`config.mk`:
```
export PLATFORM = sky130hd
export DESIGN_NAME = keypad_lock_ctrl
export DESIGN_NICKNAME = d
export VERILOG_FILES = /design/src/rtl/keypad_lock_pkg.sv /design/src/rtl/lock_timer.sv /design/src/rtl/keypad_lock_ctrl.sv
export SDC_FILE = /design/constraint.sdc
export NUM_CORES = 1
export LEC_CHECK = 0
export CORE_MARGIN = 3
export CORE_UTILIZATION = 25
export CTS_BUF_LIST = sky130_fd_sc_hd__clkbuf_4
export CTS_CLUSTER_DIAMETER = 40
export DETAILED_ROUTE_END_ITERATION = 10
export PLACE_DENSITY = 0.5
export SLEW_MARGIN = 10
export SYNTH_ARGS = -nofsm -noshare
export SYNTH_HDL_FRONTEND = slang
export SYNTH_SLANG_ARGS = --single-unit
```
`constraint.sdc`:
```
create_clock -name clk -period 4.6 [get_ports clk]
set_input_delay 0.69 -clock clk [delete_from_list [all_inputs] [get_ports clk]]
set_output_delay 0.69 -clock clk [all_outputs]
set_load 0.01 [all_outputs]
```
`src/rtl/keypad_lock_pkg.sv`:
```
// Shared state encoding and counter-width helper for the keypad lock controller.
package keypad_lock_pkg;

  typedef enum logic [1:0] {
    ST_ENTRY    = 2'd0,
    ST_UNLOCKED = 2'd1,
    ST_LOCKOUT  = 2'd2
  } state_e;

  // Bits needed to hold values 0..max_val inclusive (never less than one).
  function automatic int unsigned cnt_w(input int unsigned max_val);
    return (max_val < 1) ? 1 : $clog2(max_val + 1);
  endfunction

endpackage

```
`src/rtl/lock_timer.sv`:
```
// Loadable down-counter; o_expired_c is high whenever the count has reached zero.
module lock_timer
  import keypad_lock_pkg::*;
#(
  parameter  int unsigned MAX_VAL = 1000,
  localparam int unsigned W       = cnt_w(MAX_VAL)
) (
  input  logic         clk,
  input  logic         rst_n,
  input  logic         i_load,
  input  logic [W-1:0] i_load_val,
  input  logic         i_en,
  output logic         o_expired_c
);

  logic [W-1:0] r_count;

  always_ff @(posedge clk or negedge rst_n) begin
    if (!rst_n) begin
      r_count <= '0;
    end else if (i_load) begin
      r_count <= i_load_val;
    end else if (i_en && (r_count != '0)) begin
      r_count <= r_count - W'(1);
    end
  end

  assign o_expired_c = (r_count == '0);

endmodule

```
`src/rtl/keypad_lock_ctrl.sv`:
```
// Keypad lock controller: digit entry, code compare, timed unlock and failure lockout.
// Optional idle-entry timeout is compiled in with `define KEYPAD_TIMEOUT_EN.
module keypad_lock_ctrl
  import keypad_lock_pkg::*;
#(
  parameter int unsigned CODE_LEN       = 4,
  parameter int unsigned DIGIT_W        = 4,
  parameter int unsigned MAX_FAILS      = 3,
  parameter int unsigned UNLOCK_CYCLES  = 500,
  parameter int unsigned LOCKOUT_CYCLES = 1000,
  parameter int unsigned TIMEOUT_CYCLES = 2000
) (
  input  logic                             clk,
  input  logic                             rst_n,
  input  logic                             digit_valid,
  input  logic [DIGIT_W-1:0]               digit_in,
  input  logic                             submit,
  input  logic                             clear,
  input  logic [CODE_LEN*DIGIT_W-1:0]      stored_code,
  output logic                             unlock_led,
  output logic                             fail_led,
  output logic                             lockout_led,
  output logic                             ready_for_input,
  output logic [cnt_w(CODE_LEN)-1:0]       digit_count,
  output logic [cnt_w(MAX_FAILS)-1:0]      fail_count
);

  localparam int unsigned CODE_W  = CODE_LEN * DIGIT_W;
  localparam int unsigned CNT_W   = cnt_w(CODE_LEN);
  localparam int unsigned FAIL_W  = cnt_w(MAX_FAILS);
  localparam int unsigned TMR_MAX = (UNLOCK_CYCLES > LOCKOUT_CYCLES) ? UNLOCK_CYCLES : LOCKOUT_CYCLES;
  localparam int unsigned TMR_W   = cnt_w(TMR_MAX);

  state_e            r_state, w_state_nxt;
  logic [CODE_W-1:0] r_buf, w_buf_nxt;
  logic [CNT_W-1:0]  r_digit_cnt, w_digit_cnt_nxt;
  logic [FAIL_W-1:0] r_fail_cnt, w_fail_cnt_nxt;
  logic              w_fail_pulse;
  logic              w_tmr_load;
  logic [TMR_W-1:0]  w_tmr_load_val;
  logic              w_tmr_en;
  logic              w_tmr_expired;
  logic              r_unlock_led, r_fail_led, r_lockout_led, r_ready;

  // One timer serves both UNLOCKED and LOCKOUT since they never overlap.
  assign w_tmr_en = (r_state != ST_ENTRY);

  lock_timer #(.MAX_VAL(TMR_MAX)) u_state_timer (
    .clk         (clk),
    .rst_n       (rst_n),
    .i_load      (w_tmr_load),
    .i_load_val  (w_tmr_load_val),
    .i_en        (w_tmr_en),
    .o_expired_c (w_tmr_expired)
  );

`ifdef KEYPAD_TIMEOUT_EN
  localparam int unsigned TO_W = cnt_w(TIMEOUT_CYCLES);

  logic w_to_restart, w_to_en, w_to_expired;

  assign w_to_restart = (r_state == ST_ENTRY) && digit_valid && !clear && !submit;
  assign w_to_en      = (r_state == ST_ENTRY) && (r_digit_cnt != '0);

  lock_timer #(.MAX_VAL(TIMEOUT_CYCLES)) u_entry_timeout (
    .clk         (clk),
    .rst_n       (rst_n),
    .i_load      (w_to_restart),
    .i_load_val  (TO_W'(TIMEOUT_CYCLES - 1)),
    .i_en        (w_to_en),
    .o_expired_c (w_to_expired)
  );
`else
  // Timeout disabled; the parameter is kept so both builds share one interface.
  if (TIMEOUT_CYCLES == 0) begin : g_timeout_unused
  end
`endif

  // Next-state, entry buffer and failure bookkeeping.
  always_comb begin
    w_state_nxt     = r_state;
    w_buf_nxt       = r_buf;
    w_digit_cnt_nxt = r_digit_cnt;
    w_fail_cnt_nxt  = r_fail_cnt;
    w_fail_pulse    = 1'b0;
    w_tmr_load      = 1'b0;
    w_tmr_load_val  = '0;

    unique case (r_state)
      ST_ENTRY: begin
        if (clear) begin
          w_buf_nxt       = '0;
          w_digit_cnt_nxt = '0;
        end else if (submit) begin
          w_buf_nxt       = '0;
          w_digit_cnt_nxt = '0;
          if ((r_digit_cnt == CNT_W'(CODE_LEN)) && (r_buf == stored_code)) begin
            w_state_nxt    = ST_UNLOCKED;
            w_fail_cnt_nxt = '0;
            w_tmr_load     = 1'b1;
            w_tmr_load_val = TMR_W'(UNLOCK_CYCLES - 1);
          end else begin
            w_fail_pulse   = 1'b1;
            w_fail_cnt_nxt = r_fail_cnt + FAIL_W'(1);
            if (w_fail_cnt_nxt == FAIL_W'(MAX_FAILS)) begin
              w_state_nxt    = ST_LOCKOUT;
              w_tmr_load     = 1'b1;
              w_tmr_load_val = TMR_W'(LOCKOUT_CYCLES - 1);
            end
          end
        end else if (digit_valid) begin
          if (r_digit_cnt != CNT_W'(CODE_LEN)) begin
            w_buf_nxt       = (r_buf << DIGIT_W) | CODE_W'(digit_in);
            w_digit_cnt_nxt = r_digit_cnt + CNT_W'(1);
          end
`ifdef KEYPAD_TIMEOUT_EN
        end else if ((r_digit_cnt != '0) && w_to_expired) begin
          w_buf_nxt       = '0;
          w_digit_cnt_nxt = '0;
`endif
        end
      end
      ST_UNLOCKED: begin
        if (w_tmr_expired) begin
          w_state_nxt = ST_ENTRY;
        end
      end
      ST_LOCKOUT: begin
        if (w_tmr_expired) begin
          w_state_nxt    = ST_ENTRY;
          w_fail_cnt_nxt = '0;
        end
      end
      default: begin
        w_state_nxt = ST_ENTRY;
      end
    endcase
  end

  always_ff @(posedge clk or negedge rst_n) begin
    if (!rst_n) begin
      r_state       <= ST_ENTRY;
      r_buf         <= '0;
      r_digit_cnt   <= '0;
      r_fail_cnt    <= '0;
      r_unlock_led  <= 1'b0;
      r_fail_led    <= 1'b0;
      r_lockout_led <= 1'b0;
      r_ready       <= 1'b1;
    end else begin
      r_state       <= w_state_nxt;
      r_buf         <= w_buf_nxt;
      r_digit_cnt   <= w_digit_cnt_nxt;
      r_fail_cnt    <= w_fail_cnt_nxt;
      r_unlock_led  <= (w_state_nxt == ST_UNLOCKED);
      r_fail_led    <= w_fail_pulse;
      r_lockout_led <= (w_state_nxt == ST_LOCKOUT);
      r_ready       <= (w_state_nxt == ST_ENTRY);
    end
  end

  assign unlock_led      = r_unlock_led;
  assign fail_led        = r_fail_led;
  assign lockout_led     = r_lockout_led;
  assign ready_for_input = r_ready;
  assign digit_count     = r_digit_cnt;
  assign fail_count      = r_fail_cnt;

endmodule
```
==> results of run 1 <==
==> state kept, by name (all words and copies together), names as in the netlist, 2 cells and up <==
signal                 cells
u_state_timer.r_count     10
r_state                    2
fail_count                 2
r_buf                     16
digit_count                3
==> per-layer routing <==
metal	up-vias	global-route usage	wire (um)
met1	700	0.153	2220
met2	31	0.169	1900
met4	0	0.0325	55
met5	-	0	0
met3	5	0.0284	200
li1	740	-	-
==> final timing paths <==
check	depth (start not counted)	end
max	6	unlock_led$_DFF_PN0_
min	1	u_state_timer.r_count[6]$_DFFE_PN0P_
max reg2reg	7	unlock_led$_DFF_PN0_
min reg2reg	1	r_buf[12]$_DFFE_PN0P_
max in group asynchronous	1	digit_count[2]$_DFFE_PN0P_
min in group clk	1	r_buf[12]$_DFFE_PN0P_
==> stage by stage <==
step	cell area, um2	total power, mW	setup slack, ns	util	hold WS (ns)
2_1_floorplan	1980	0.339	2.57	-	0.394
3_3_place_gp	2410	0.370	1.90	0.322	0.515
3_5_place_dp	2410	0.370	1.90	0.322	0.508
4_1_cts	2470	0.556	2.26	0.330	0.474
5_1_grt	2470	0.573	2.13	0.330	0.507
6_report	2470	0.549	2.25	0.330	0.439
==> logic make-up (layout without fill, tap and decap cells) <==
family / Yosys count / after routing / share of synthesized area
buf+inv: 19 / 54 / 0.0416
compound gates: 51 / 51 / 0.199
simple gates: 49 / 49 / 0.144
xor+xnor: 22 / 22 / 0.0972
flops: 37 / 37 / 0.468
fa+ha+maj: 8 / 8 / 0.0505
==> synthesized netlist by cell type (5+ instances only) <==
library cell,number
nand3_1,6
xor2_1,15
xnor2_1,7
clkbuf_1,5
a21oi_1,7
o21ai_0,10
nor2_1,9
ha_1,8
dfrtp_1,36
a22o_1,17
inv_1,12
nand2_1,7
==> worst max-delay path, delay by kind of cell <==
family                    cells  cell delay [ns]
AOI/OAI and AO/OA             1             0.46
buffers and inverters         1             0.41
and+or+nand+nor               3             0.90
xor gates and xnor gates      1             0.16
==> power by group <==
part / internal [mW] / switching (mW) / leakage (nW) / total (mW)
sequential: 0.325 / 0 / 0.473 / 0.325
clock: 0.0788 / 0.108 / 0.0368 / 0.187
combinational: 0.0218 / 0.0155 / 0.529 / 0.0373
total: 0.426 / 0.123 / 1.04 / 0.549
==> cell type report <==
type	count	area, um2
clock buffers	8	60.1
fillers	781	5020
inverters	12	45.0
multi-input cells	130	978
flip-flops and latches	37	927
well taps	99	124
repair buffers	34	333
==> key figures, run 1 <==
Power
  • Max VDD drop: 0.0860 mV
  • Leak: 1.04 nW
  • Power density over the cells: 223 nW/um2

Global routing
  • First-pass GRT wire length: 7770 um
  • Initial antenna violation count: 0
  • Remaining global-route overflow: 0
  • Largest net degree at the start of global routing: 38
  • Vias in the first global route: 1594
  • Total GRT Usage: 0.110

Synth
  • Primary FF master, synth: dfrtp_1
  • Syn Inst Count: 186
  • Sequential fraction of the synthesis area: 0.468
  • Synth warnings: 0
  • Distinct cells, synth: 40
  • Synth top area share: 0.454
  • Synth Area per Inst: 10.7 um2
  • Cell taking the most area after synthesis: dfrtp_1
  • Synth top area cells: dfrtp_1, a22o_1, xor2_1
  • Post-synth EDFFs: 0
  • Post-synth ARST share: 1.00
  • Synth Register Bits: 37
  • Synthesized net count: 219
  • Synthesized cell area: 1980 um2

Route
  • Drc violations: 0
  • Total Routed Length: 4380 um
  • Post-route ant nets: 0
  • Via-to-Cell Ratio: 4.61
  • Via count: 1476
  • DRT iter0 DRCs: 37
  • DRT Pass-1 Iters: 4
  • DR WL/cell: 13.7 um

STA
  • Clk_skew: 0.0134 ns
  • Crit path time final: 2.35 ns
  • Fin. max-slew vios: 0
  • Fin. Hold Viols: 0
  • FMAX: 426 MHz
  • Setup violation total in the final timing report: 0
  • RSZ-0062 raised after global routing: no
  • Slew @ Worst Pin: 0.834 ns
  • TNS Setup: 0 ns
  • Fin crit share: 0.510
  • Max transition margin: 0.444

Setup path
  • Reg2Reg Launch Point: u_state_timer.r_count[0]$_DFFE_PN0P_
  • Critical Path Start Type: primary input
  • Crit. End Element: flop
  • CP max stage delay: 0.46 ns
  • Critical Path RT: 4.87 ns
  • CP cell instances: clkdlybuf4s50_1 -> xor2_1 -> nor4_1 -> nand3_1 -> o31ai_1 -> and3_1
  • Worst Path Max Fanout: 4
  • Crit path from: stored_code[10]
  • Kind of critical path: primary input to flop
  • CP max stage cell: o31ai_1
  • Reg2reg setup slack: 2.34 ns
  • Arr. time, crit path: 2.62 ns

CTS
  • Clk Latency, worst-skew pair: 0.34 ns
  • Post-CTS Hold Buffers: 0
  • Max H-tree Level: 2
  • CTS sink cnt: 37
  • Setup Buffers After CTS: 0
  • CTS Buf Count: 5
  • CTS-repair resized insts: 0
  • TritonCTS clock tree: done
  • Worst-path clk slew: 0.12 ns
  • Clk buf depth: 2
  • Root buffer cell: clkbuf_4

Cells and area
  • Fin cells: 320
  • Most frequent cells in the layout: dfrtp_1, clkdlybuf4s50_1, a22o_1
  • Area delta synth->final: 24.4%
  • Final nets: 253
  • Commonest non-fill, non-tap cell in the layout: dfrtp_1
  • Diode count: 0
  • Layout cells sized above 1: 0.0860

Placed design
  • GPL Wtd Cong: 0.739
  • DP HPWL: 3240 um
  • Port Buffer Count: 33
  • Dpl cells: 312

Die
  • Die Area: 9040 um2
  • IO Pins: 34
  • Initial core utilization: 0.265
  • Die height: 95.1 um
  • Die width: 95.1 um
  • Rows: 31
  • CORE AREA: 7490 um2

Status
  • Status: complete, no violations

Run
  • Max_cap viols: 0

Worst hold path
  • Worst hold path type: primary input to async pin
Note: power is estimated with default switching activity, not from simulation.
==> run 2, diff against run 1 <==
==> constraint.sdc (replaced) <==
create_clock -name clk -period 2.3 [get_ports clk]
set_input_delay 0.345 -clock clk [delete_from_list [all_inputs] [get_ports clk]]
set_output_delay 0.345 -clock clk [all_outputs]
set_load 0.01 [all_outputs]
==> run 2 against run 1 <==
Combinational power grew 110%. Register-to-register slack worse by 2.1 ns. Sequential power grew 100%. Critical path type is now flop to flop. Total power grew 120%.
==> key figures, run 2 (synthesized netlist as in run 1, its figures left out) <==
Cells and area
  • Most frequent cells in the layout: dfrtp_1, clkdlybuf4s50_1, a22o_1 (unchanged)
  • Layout cells sized above 1: 0.115 (was 0.0860)
  • Top reg by flops: r_buf (unchanged)
  • Final nets: 259 (was 253)
  • Area delta synth->final: 28.1% (was 24.4%)
  • Commonest non-fill, non-tap cell in the layout: dfrtp_1 (unchanged)
  • Largest register FFs: 16 (unchanged)
  • Diode count: 0 (unchanged)
  • Post-layout util: 0.339 (was 0.330)

Die
  • Die height: 95.1 um (unchanged)
  • IO Pins: 34 (unchanged)
  • Die Area: 9040 um2 (unchanged)
  • Rows: 31 (unchanged)
  • Die width: 95.1 um (unchanged)
  • Initial core utilization: 0.265 (unchanged)
  • CORE AREA: 7490 um2 (unchanged)

Run
  • Max_cap viols: 0 (unchanged)

CTS
  • CTS sink cnt: 37 (unchanged)
  • Root buffer cell: clkbuf_4 (unchanged)
  • TritonCTS clock tree: done (unchanged)
  • Post-CTS Hold Buffers: 0 (unchanged)
  • Worst-path clk slew: 0.12 ns (about the same)
  • Clk Latency, worst-skew pair: 0.35 ns (was 0.34 ns)
  • CTS Buf Count: 5 (unchanged)
  • Max H-tree Level: 2 (unchanged)
  • Clk buf depth: 2 (unchanged)

Power
  • Leak: 1.08 nW (was 1.04 nW)
  • Max VDD drop: 0.167 mV (was 0.0860 mV)
  • Power density over the cells: 472 nW/um2 (was 223 nW/um2)

STA
  • Crit path time final: 2.07 ns
  • RSZ-0062 raised after global routing: no (unchanged)
  • Clk_skew: 0.00987 ns (was 0.0134 ns)
  • FMAX: 483 MHz
  • Setup violation total in the final timing report: 0 (unchanged)
  • Fin crit share: 0.900
  • Fin. Hold Viols: 0 (unchanged)
  • TNS Setup: 0 ns (unchanged)
  • Max transition margin: 0.420 (was 0.444)
  • Slew @ Worst Pin: 0.871 ns (was 0.834 ns)
  • Fin. max-slew vios: 0 (unchanged)

Route
  • Via-to-Cell Ratio: 4.66 (was 4.61)
  • Via count: 1518 (was 1476)
  • DRT Pass-1 Iters: 4 (unchanged)
  • DR WL/cell: 14.1 um (was 13.7 um)
  • Post-route ant nets: 0 (unchanged)
  • Total Routed Length: 4600 um (was 4380 um)
  • Drc violations: 0 (unchanged)
  • DRT iter0 DRCs: 47 (was 37)

Global routing
  • First-pass GRT wire length: 8110 um (was 7770 um)
  • Total GRT Usage: 0.115 (was 0.110)
  • Remaining global-route overflow: 0 (unchanged)
  • Vias in the first global route: 1638 (was 1594)
  • Initial antenna violation count: 0 (unchanged)
  • Largest net degree at the start of global routing: 38 (unchanged)

Setup path
  • CP max stage cell: or4b_4 (was o31ai_1)
  • Arr. time, crit path: 2.37 ns (was 2.62 ns)
  • CP max stage delay: 0.50 ns (was 0.46 ns)
  • Critical Path RT: 2.60 ns (was 4.87 ns)
  • CP cell instances: inv_1 -> ha_1 -> or4b_4 -> o311a_4 -> nor4_4 -> a21o_1 -> and3_1 (was clkdlybuf4s50_1 -> xor2_1 -> nor4_1 -> nand3_1 -> o31ai_1 -> and3_1)
  • Crit. End Element: flop (unchanged)
  • Critical Path Start Type: flop (was primary input)
  • Worst Path Max Fanout: 5 (was 4)
  • Kind of critical path: flop to flop (was primary input to flop)

Placed design
  • GPL Wtd Cong: 0.805 (was 0.739)
  • Port Buffer Count: 33 (unchanged)
  • DP HPWL: 3340 um (was 3240 um)

Worst hold path
  • Worst hold path type: primary input to async pin (unchanged)

Status
  • Status: complete, no violations (unchanged)
[run 2: cell types whose count changed in the layout (fill, tap and decap cells not counted), sizes merged]
| cell | change |
|---|---|
| clkinvlp | +1 |
| bufinv | +1 |
| clkbuf | -3 |
| buf | +6 |
| clkinv | +1 |
[run 2: repair_timing]
item	4_1_cts	5_1_grt
endpoints found under the setup margin	0	1
gates resized for setup	0	1
buffers inserted	0	0
[run 2: worst paths after layout]
path / slack [ns] / startpoint / end / depth (start not counted)
setup / recovery: 0.23 / u_state_timer.r_count[0]$_DFFE_PN0P_ / unlock_led$_DFF_PN0_ / 7
hold / removal: 0.09 / rst_n / fail_led$_DFF_PN0_ / 1
setup reg to reg: 0.23 / u_state_timer.r_count[0]$_DFFE_PN0P_ / unlock_led$_DFF_PN0_ / 7
hold reg to reg: 0.54 / r_buf[12]$_DFFE_PN0P_ / r_buf[12]$_DFFE_PN0P_ / 1
max in group asynchronous: 1.66 / rst_n / u_state_timer.r_count[4]$_DFFE_PN0P_ / 1
min in group clk: 0.54 / r_buf[12]$_DFFE_PN0P_ / r_buf[12]$_DFFE_PN0P_ / 1
[run 2: worst max-delay path: cells and delay by family, from the launching register on]
kind | cells | cell delay [ns]
DFF | 1 | 0.42
buffers and inverters | 1 | 0.09
and+or+nand+nor | 3 | 0.87
AOI/OAI and AO/OA | 2 | 0.50
adders and majority gates | 1 | 0.13
[run 2: routing by layer]
layer	global-route usage	vias up	wire length, um	part of all wire
met3	0.0268	5	213	0.046
met4	0.0361	0	53	0.012
met2	0.176	37	2060	0.45
met5	0	-	0	0
li1	-	759	-	-
met1	0.161	717	2270	0.49
[run 2: final cells by class]
cell class / instances / area [um2]
fill: 768 / 4950
multi-input combinational: 130 / 982
inverter: 12 / 45.0
tap: 99 / 124
clock inverter: 3 / 46.3
sequential: 37 / 927
timing repair buffer: 40 / 378
clock buffer: 5 / 37.5
[run 2: metrics by stage]
stage / setup slack, ns / total power [mW] / instance area, um2 / hold slack [ns] / cells
after global placement: -0.000534 / 0.743 / 2450 / 0.503 / 318
after global routing: 0.0934 / 1.26 / 2540 / 0.153 / 326
after CTS: 0.150 / 1.22 / 2540 / 0.116 / 326
after floorplan: 0.272 / 0.679 / 1980 / 0.0494 / 186
final: 0.229 / 1.20 / 2540 / 0.0912 / 326
after detailed placement: 0.0481 / 0.743 / 2450 / 0.514 / 318
[run 2: where the power goes]
part	total, mW	switching [mW]	internal [mW]
Clock	0.471	0.241	0.230
Combinational	0.0778	0.0326	0.0452
Sequential	0.650	0	0.650
Total	1.20	0.273	0.926
==> run 3, diff against run 2 <==
--- a/config.mk
+++ b/config.mk
@@ -11,7 +11,6 @@
 export CTS_CLUSTER_DIAMETER = 40
 export DETAILED_ROUTE_END_ITERATION = 10
 export PLACE_DENSITY = 0.5
-export SLEW_MARGIN = 10
 export SYNTH_ARGS = -nofsm -noshare
 export SYNTH_HDL_FRONTEND = slang
 export SYNTH_SLANG_ARGS = --single-unit
==> constraint.sdc (replaced) <==
create_clock -name clk -period 2.44 [get_ports clk]
set_input_delay 0.366 -clock clk [delete_from_list [all_inputs] [get_ports clk]]
set_output_delay 0.366 -clock clk [all_outputs]
set_load 0.01 [all_outputs]
==> run 3 against run 2 <==
Design area fell by 0.74%. Critical path depth did not move. Largest cell class unchanged. Global-route usage fell by 1.1 points. Register-to-register slack barely moved. Sequential power fell by 5.7%. Wire length fell by 7.4%. Fmax fell by 5.9%. Die area did not move. Highest routed layer unchanged. Worst setup slack improved by 0.0092 ns. Sequential cell count did not move. Combinational power fell by 7.3%. Core utilization fell by 0.25 points.
==> key figures, run 3 (synthesized netlist as in run 1, its figures left out) <==
Global routing
  • Met3 Use GR: 0.0284 (was 0.0268)
  • Largest net degree at the start of global routing: 38 (unchanged)
  • Vias in the first global route: 1563 (was 1638)
  • Met2 Use GR: 0.162 (was 0.176)
  • First-pass GRT wire length: 7420 um (was 8110 um)
  • Initial antenna violation count: 0 (unchanged)
  • Total GRT Usage: 0.105 (was 0.115)
  • Gr busiest metal: met2 (unchanged)
  • Met1 GRT Util: 0.144 (was 0.161)
  • Remaining global-route overflow: 0 (unchanged)

STA
  • Setup violation total in the final timing report: 0 (unchanged)
  • FMAX: 454 MHz (was 483 MHz)
  • Fin crit share: 0.902 (was 0.900)
  • Clk_skew: 0.0161 ns (was 0.00987 ns)
  • Fin. max-slew vios: 0 (unchanged)
  • Crit path time final: 2.20 ns (was 2.07 ns)
  • Slew @ Worst Pin: 0.853 ns (was 0.871 ns)
  • RSZ-0062 raised after global routing: no (unchanged)
  • Max transition margin: 0.432 (was 0.420)
  • TNS Setup: 0 ns (unchanged)
  • Fin. Hold Viols: 0 (unchanged)

Cells and area
  • Final nets: 257 (was 259)
  • Layout cells sized above 1: 0.102 (was 0.115)
  • Diode count: 0 (unchanged)
  • Fin cells: 324 (was 326)
  • Largest register FFs: 16 (unchanged)
  • Area taken by multi-input logic gates: 978 um2 (was 982 um2)
  • Layout filler cell count: 776 (was 768)
  • Final Cell Area: 2520 um2 (was 2540 um2)
  • Area delta synth->final: 27.1% (was 28.1%)
  • Register Area: 927 um2 (unchanged)
  • Commonest non-fill, non-tap cell in the layout: dfrtp_1 (unchanged)
  • Top reg by flops: r_buf (unchanged)
  • Most frequent cells in the layout: dfrtp_1, clkdlybuf4s50_1, a22o_1 (unchanged)

Placed design
  • DP Area: 2440 um2 (was 2450 um2)
  • GPL Wtd Cong: 0.773 (was 0.805)
  • DP HPWL: 3160 um (was 3340 um)
  • Dpl cells: 316 (was 318)
  • Port Buffer Count: 33 (unchanged)

CTS
  • Post-CTS Hold Buffers: 0 (unchanged)
  • Clk buf depth: 2 (unchanged)
  • CTS sink cnt: 37 (unchanged)
  • CTS-repair resized insts: 0 (unchanged)
  • Clk Latency, worst-skew pair: 0.35 ns (about the same)
  • Setup Buffers After CTS: 0 (unchanged)
  • CTS Buf Count: 5 (unchanged)
  • Worst-path clk slew: 0.13 ns (was 0.12 ns)
  • Root buffer cell: clkbuf_4 (unchanged)
  • TritonCTS clock tree: done (unchanged)
  • Max H-tree Level: 2 (unchanged)

Status
  • Status: complete, no violations (unchanged)

Die
  • IO Pins: 34 (unchanged)
  • Rows: 31 (unchanged)
  • Die height: 95.1 um (unchanged)
  • CORE AREA: 7490 um2 (unchanged)
  • Die width: 95.1 um (unchanged)
  • Initial core utilization: 0.265 (unchanged)
  • Die Area: 9040 um2 (unchanged)

Route
  • Total Routed Length: 4260 um (was 4600 um)
  • Drc violations: 0 (unchanged)
  • Post-route ant nets: 0 (unchanged)
  • DR WL/cell: 13.1 um (was 14.1 um)
  • DRT Pass-1 Iters: 4 (unchanged)
  • Via count: 1485 (was 1518)
  • DRT iter0 DRCs: 43 (was 47)
  • Via-to-Cell Ratio: 4.58 (was 4.66)

Power
  • Max VDD drop: 0.159 mV (was 0.167 mV)
  • Leak: 1.06 nW (was 1.08 nW)
  • Overall Power: 1.13 mW (was 1.20 mW)
  • Power density over the cells: 447 nW/um2 (was 472 nW/um2)

Setup path
  • Arr. time, crit path: 2.49 ns (was 2.37 ns)
  • Worst Path Max Fanout: 5 (unchanged)
  • Crit. End Element: flop (unchanged)
  • Reg2reg end: unlock_led$_DFF_PN0_ (unchanged)
  • Kind of critical path: flop to flop (unchanged)
  • Cells on worst reg2reg path: 7 (unchanged)
  • Reg2reg setup slack: 0.24 ns (was 0.23 ns)
  • Critical Path RT: 2.73 ns (was 2.60 ns)
  • Reg2Reg Launch Point: u_state_timer.r_count[0]$_DFFE_PN0P_ (unchanged)
  • Critical Path Start Type: flop (unchanged)

Run
  • Max_cap viols: 0 (unchanged)

Worst hold path
  • Worst hold path type: primary input to async pin (unchanged)
-- run 3: cell types whose count changed in the layout (fill, tap and decap cells not counted) --
cell	change
or4b_1	+1
buf_4	-2
or4b_4	-1
-- run 3: metal layers --
metal / vias to the layer above / routed length (um)
met5: - / 0
met1: 710 / 2180
met2: 25 / 1880
met3: 2 / 160
met4: 0 / 30
li1: 748 / -
-- run 3: critical path: stages (launching register included) --
cell,delay [ns]
dfrtp_1,0.43
inv_1,0.09
ha_1,0.15
or4b_1,0.55
o311a_4,0.37
nor4_4,0.24
a21o_1,0.17
and3_1,0.15
-- run 3: layout make-up --
| class | instances | share of cell area |
|---|---|---|
| Multi-Input combinational cell | 130 | 0.388 |
| Sequential cell | 37 | 0.368 |
| Timing Repair Buffer | 38 | 0.144 |
| Tap cell | 99 | 0.0491 |
| Clock inverter | 3 | 0.0184 |
| Inverter | 12 | 0.0179 |
| Clock buffer | 5 | 0.0149 |
-- run 3: where the power goes --
part / internal (mW) / switching, mW / total, mW / leakage [nW]
logic: 0.0421 / 0.0300 / 0.0721 / 0.548
registers: 0.613 / 0 / 0.613 / 0.473
clock network: 0.217 / 0.226 / 0.443 / 0.0414
total: 0.872 / 0.256 / 1.13 / 1.06
-- run 3: worst max-delay path by stage --
stage	start	to	slack, ns	cells past startpoint
6_report	u_state_timer.r_count[0]$_DFFE_PN0P_	unlock_led$_DFF_PN0_	0.24	7
5_1_grt	u_state_timer.r_count[0]$_DFFE_PN0P_	unlock_led$_DFF_PN0_	0.14	7
4_1_cts	u_state_timer.r_count[0]$_DFFE_PN0P_	unlock_led$_DFF_PN0_	0.23	7
3_5_place_dp	stored_code[3]	unlock_led$_DFF_PN0_	0.11	6
3_3_place_gp	stored_code[3]	unlock_led$_DFF_PN0_	0.12	6
2_1_floorplan	u_state_timer.r_count[0]$_DFFE_PN0P_	u_state_timer.r_count[9]$_DFFE_PN0P_	0.41	8
-- run 3: per-stage QoR --
stage,setup WS (ns),hold slack (ns),util
finish,0.238,0.116,0.337
global route,0.136,0.166,0.337
CTS,0.227,0.142,0.337
detailed placement,0.113,0.515,0.326
global placement,0.122,0.513,0.326
floorplan,0.412,0.0704,-
